==> config.mk <==
export PLATFORM = sky130hd
export DESIGN_NAME = sseg_demux_capture
export DESIGN_NICKNAME = d
export VERILOG_FILES = /design/src/rtl/sseg_demux_capture.sv
export SDC_FILE = /design/constraint.sdc
export NUM_CORES = 1
export LEC_CHECK = 0
export BUFFER_PORTS_ARGS = -buffer_cell sky130_fd_sc_hd__clkbuf_2
export CAP_MARGIN = 25
export CORE_ASPECT_RATIO = 0.6
export CORE_UTILIZATION = 49
export CTS_CLUSTER_DIAMETER = 150
export DETAILED_ROUTE_END_ITERATION = 8
export PLACE_DENSITY_LB_ADDON = 0.1
export SLEW_MARGIN = 20
export SYNTH_ARGS = -nofsm -noshare
export SYNTH_HDL_FRONTEND = slang
export SYNTH_SLANG_ARGS = --single-unit
==> constraint.sdc <==
create_clock -name i_clk -period 3.8 [get_ports i_clk]
set_input_delay 0.76 -clock i_clk [delete_from_list [all_inputs] [get_ports i_clk]]
set_output_delay 0.76 -clock i_clk [all_outputs]
set_load 0.01 [all_outputs]
==> src/rtl/sseg_demux_capture.sv <==
// Captures the digits of a multiplexed 4-digit seven-segment display into per-digit registers.
// Optional hex decode outputs are enabled by defining SSEG_CAPTURE_HEX_DECODE_EN.
module sseg_demux_capture #(
   parameter int unsigned SETTLE_CYCLES = 2
) (
   input  logic       i_clk,
   input  logic       i_reset,
   input  logic       i_ce,
   input  logic [3:0] i_sseg_enables,
   input  logic [6:0] i_sseg,
   output logic [6:0] o_digit_1,
   output logic [6:0] o_digit_2,
   output logic [6:0] o_digit_3,
   output logic [6:0] o_digit_4,
   output logic [3:0] o_digit_valid,
   output logic       o_frame_done,
   output logic       o_error,
   output logic [7:0] o_err_count
`ifdef SSEG_CAPTURE_HEX_DECODE_EN
   ,
   output logic [3:0] o_hex_1,
   output logic [3:0] o_hex_2,
   output logic [3:0] o_hex_3,
   output logic [3:0] o_hex_4,
   output logic [3:0] o_hex_ok
`endif
);

   localparam logic [3:0] SETTLE_N = 4'(SETTLE_CYCLES);

   typedef enum logic [1:0] {IDLE, SETTLE, HOLD} state_t;

   state_t     state, state_nxt;
   logic [3:0] cnt, cnt_nxt;
   logic [3:0] ref_en;
   logic [6:0] ref_seg;
   logic [3:0] seen_mask;
   logic       legal, same;
   logic       load_ref, latch, err_evt;

   assign legal = $onehot(i_sseg_enables);
   assign same  = (i_sseg_enables == ref_en) && (i_sseg == ref_seg);

   always_ff @(posedge i_clk) begin
      if (i_reset) begin
         state <= IDLE;
         cnt   <= '0;
      end else begin
         state <= state_nxt;
         cnt   <= cnt_nxt;
      end
   end

   always_comb begin
      state_nxt = state;
      cnt_nxt   = cnt;
      load_ref  = 1'b0;
      latch     = 1'b0;
      err_evt   = 1'b0;
      if (i_ce) begin
         if (!legal) begin
            state_nxt = IDLE;
            cnt_nxt   = '0;
            err_evt   = 1'b1;
         end else if (state == SETTLE && same) begin
            cnt_nxt = cnt + 4'd1;
            if (cnt_nxt == SETTLE_N) begin
               latch     = 1'b1;
               state_nxt = HOLD;
            end
         end else if (state == HOLD && same) begin
            state_nxt = HOLD;
         end else begin
            // New candidate digit: IDLE, or a changed sample in SETTLE/HOLD
            load_ref = 1'b1;
            cnt_nxt  = 4'd1;
            if (SETTLE_N == 4'd1) begin
               latch     = 1'b1;
               state_nxt = HOLD;
            end else begin
               state_nxt = SETTLE;
            end
         end
      end
   end

`ifdef SSEG_CAPTURE_HEX_DECODE_EN
   // Returns {ok, hex}
   function automatic logic [4:0] hex_decode(input logic [6:0] seg);
      case (seg)
         7'h3F: hex_decode = {1'b1, 4'h0};
         7'h06: hex_decode = {1'b1, 4'h1};
         7'h5B: hex_decode = {1'b1, 4'h2};
         7'h4F: hex_decode = {1'b1, 4'h3};
         7'h66: hex_decode = {1'b1, 4'h4};
         7'h6D: hex_decode = {1'b1, 4'h5};
         7'h7D: hex_decode = {1'b1, 4'h6};
         7'h07: hex_decode = {1'b1, 4'h7};
         7'h7F: hex_decode = {1'b1, 4'h8};
         7'h6F: hex_decode = {1'b1, 4'h9};
         7'h77: hex_decode = {1'b1, 4'hA};
         7'h7C: hex_decode = {1'b1, 4'hB};
         7'h39: hex_decode = {1'b1, 4'hC};
         7'h5E: hex_decode = {1'b1, 4'hD};
         7'h79: hex_decode = {1'b1, 4'hE};
         7'h71: hex_decode = {1'b1, 4'hF};
         default: hex_decode = 5'b0;
      endcase
   endfunction

   logic [4:0] hex_dec;
   assign hex_dec = hex_decode(i_sseg);

   always_ff @(posedge i_clk) begin
      if (i_reset) begin
         o_hex_1  <= '0;
         o_hex_2  <= '0;
         o_hex_3  <= '0;
         o_hex_4  <= '0;
         o_hex_ok <= '0;
      end else if (latch) begin
         case (i_sseg_enables)
            4'b0001: begin o_hex_1 <= hex_dec[3:0]; o_hex_ok[0] <= hex_dec[4]; end
            4'b0010: begin o_hex_2 <= hex_dec[3:0]; o_hex_ok[1] <= hex_dec[4]; end
            4'b0100: begin o_hex_3 <= hex_dec[3:0]; o_hex_ok[2] <= hex_dec[4]; end
            4'b1000: begin o_hex_4 <= hex_dec[3:0]; o_hex_ok[3] <= hex_dec[4]; end
            default: ;
         endcase
      end
   end
`endif

   // On a latch cycle the live sample always equals the reference, so it is written directly
   always_ff @(posedge i_clk) begin
      if (i_reset) begin
         ref_en        <= '0;
         ref_seg       <= '0;
         seen_mask     <= '0;
         o_digit_1     <= '0;
         o_digit_2     <= '0;
         o_digit_3     <= '0;
         o_digit_4     <= '0;
         o_digit_valid <= '0;
         o_frame_done  <= 1'b0;
         o_error       <= 1'b0;
         o_err_count   <= '0;
      end else begin
         o_frame_done <= 1'b0;
         o_error      <= 1'b0;
         if (load_ref) begin
            ref_en  <= i_sseg_enables;
            ref_seg <= i_sseg;
         end
         if (err_evt) begin
            o_error <= 1'b1;
            if (o_err_count != 8'hFF)
               o_err_count <= o_err_count + 8'd1;
         end
         if (latch) begin
            case (i_sseg_enables)
               4'b0001: o_digit_1 <= i_sseg;
               4'b0010: o_digit_2 <= i_sseg;
               4'b0100: o_digit_3 <= i_sseg;
               4'b1000: o_digit_4 <= i_sseg;
               default: ;
            endcase
            o_digit_valid <= o_digit_valid | i_sseg_enables;
            if (i_sseg_enables[3]) begin
               o_frame_done <= (seen_mask[2:0] == 3'b111);
               seen_mask    <= '0;
            end else begin
               seen_mask <= seen_mask | i_sseg_enables;
            end
         end
      end
   end

endmodule

==> out/qor.yml <==
dp_hpwl_um: 4375
antenna_found_initial: 0
status: "finished clean"
antenna_cells: 0
syn_area_sq_um: 2768
synth_sequential_area_ratio_pct: 44.85
slowest_stage: "or4_4"
holdCritPathClass: "flop to flop"
pin_count: 56
yosys_warnings: 0
fmax_ghz: 0.2948
reg2reg_slack_ps: 1310
ys.flop_type: "dfxtp_1"
cts.path.max_buffers: 2
grt_max_degree: 43
drt_iter0_markers: 63
syn_avg_cell_area_sq_um: 9.992
critPathMaxStageDelay_ps: 600
nNetsFinal: 367
drive_above_1_share_pct: 27.51
worst_setup_path_start_kind: "input pin"
start_util_pct: 52.67
cts.clk_slew.worst_paths_ps: 70
root_buffer: "clkbuf_8"
drt-vias-per-instance: 5.053
netlist_instances: 277
hp-start: "cnt[3]"
syn_nets: 300
ant_nets: 0
async_flop_share_pct: 0
h-tree-depth: 3
crit_type: "input pin to flop"
num_rows: 20
finalSetupTns_ps: 0
clk_latency_ps: 340
maxCapViolCount: 0
worst_pin_slew_ps: 839.1
rsz0062_at_grt: "false"
crit_path_start: "i_sseg_enables[0]"
holdPathStages: 2
r2r-start: "ref_en[3]"
routed_wl_um: 5966
synth_seq_cells: 62
drt-pass1-iter-count: 4
fp.dieH_um: 60.22
cts_hold_buf: 0
highest_layer: "met4"
cts_resized: 0
cts_buffers: 9
place_congestion: 0.7284
ir_drop_uv: 185.7
route.detailed.drc: 0
grt_pass1_vias: 1907
cp_cell_sequence: "clkbuf_2, inv_1, fa_1, inv_1, ha_1, ha_1, or3b_2, nor2_4, nand4_4, or4_4, mux2i_1, nor2_1"
cp.depth: 12
synth_cell_types: 39
period_minus_slack_ps: 3392
n_fill_cell: 464
slew_violations: 0
grt_overflow: 0
wl_per_cell_um: 14.38
postCtsSetupBuffers: 0
reg2reg_depth: 6
critPathMaxFanout: 7
cts_tree: "built"
finish.utilization_pct: 63.95
slew_headroom_pct: 43.90
path_buf_inv: 3
crit_arrival_ps: 3600
grt_pass1_wl_um: 9749
required_ps: 4010
io_buffers: 55
route.vias.total: 2097
met2_length_um: 2357
power_uw: 1315
cpLargestDelayFamily: "simple AND/OR/NAND/NOR gates"
clkSinkCount: 62
die-area_sq_um: 5963
grt_use_total_pct: 22.46
hold_ws_ps: 471.8
die_x_um: 99.03
power_density_nw_per_um2: 391.2
finalSetupViolCount: 0
p_leak_uw: 0.001542
area_growth_pct: 21.43
drt-met1-wl_um: 3231
core_area_sq_um: 5255
endpoint_kind: "flop"
finClkSkew_ps: 8.359
multi_input_area_sq_um: 1436
post-route-period-util_pct: 89.26
synth_edf_count: 0
wl_met3_um: 317
final-hold-violation-count: 0
seqCellArea_sq_um: 1241
cell usage after synthesis (4+ instances only):
library cell	instances	share of area [%]
dfxtp_1	62	45
xnor2_1	4	1.3
xor2_1	15	4.7
inv_1	8	1.1
a21oi_1	12	2.2
clkbuf_1	8	1.1
nor2_1	59	8.0
mux2i_1	41	15
ha_1	8	3.6
nand3_1	6	1.1
nand2_1	11	1.5
cells by family (layout without fill, tap and decap cells):
logic type | Yosys count | in the layout | share of synthesized area (%)
flip-flops | 62 | 62 | 44.85
multiplexers | 41 | 41 | 14.83
AND/OR/NAND/NOR | 107 | 107 | 21.79
XOR/XNOR | 20 | 20 | 6.601
AO/OA/AOI/OAI | 19 | 19 | 4.340
adder cells (fa/ha/maj) | 9 | 9 | 4.340
buffers and inverters | 19 | 91 | 3.255
worst paths after layout:
| kind | endpoint |
|---|---|
| hold reg to reg | cnt[3] |
| setup / recovery | o_digit_4[3] |
| setup reg to reg | ref_seg[4] |
| hold / removal | cnt[3] |
power breakdown:
part           switching, uW  internal (uW)  total (uW)
clock                    248            251         499
combinational           86.7           53.8         141
sequential              11.6            663         675
total                    347            968        1310
metal layers:
metal  up-vias  track usage [%]
li1       1074                -
met1       964            32.93
met2        52            29.67
met3         7            7.485
met4         0            8.955
met5         -                0
flip-flops by register name (all words and copies together) (netlist names):
signal         cells
o_err_count        8
o_digit_1          7
o_digit_2          7
o_digit_3          7
o_digit_4          7
ref_seg            7
cnt                4
o_digit_valid      4
ref_en             4
seen_mask          3
state              2
o_error            1
o_frame_done       1
area by class of cell:
cell class / count / area share [%]
inverter: 8 / 0.8935
timing repair buffer: 67 / 11.99
sequential: 62 / 36.93
multi-input combinational: 196 / 42.74
clock buffer: 12 / 4.319
clock inverter: 4 / 0.6701
tap: 66 / 2.457
stage by stage:
step	cells	cell area, sq um	worst slack, ps
finish	415	3361	408.0
global route	415	3361	267.6
CTS	415	3361	409.2
detailed placement	399	3193	39.42
global placement	399	3193	125.9
floorplan	277	2768	86.44
layout by cell type (no fill, tap or decap), drive strengths merged, types with 2 or more instances in the layout:
| master | count |
|---|---|
| clkbuf | 67 |
| dfxtp | 62 |
| nor2 | 60 |
| mux2i | 41 |
| xor2 | 16 |
| a21oi | 12 |
| buf | 12 |
| nand2 | 11 |
| inv | 8 |
| ha | 8 |
| nand3 | 6 |
| nor3 | 6 |
| nand4 | 6 |
| xnor2 | 4 |
| nor4 | 4 |
| or3 | 3 |
| nor2b | 3 |
| clkinv | 3 |
| nand2b | 2 |
| or4 | 2 |
| o211ai | 2 |
worst min-delay path, delay by kind of cell (launching register included):
| kind | cells | cell delay (ps) |
|---|---|---|
| compound gates | 1 | 50 |
| flops | 1 | 320 |
| simple gates | 1 | 60 |
Power figures use the tool's default switching activity.
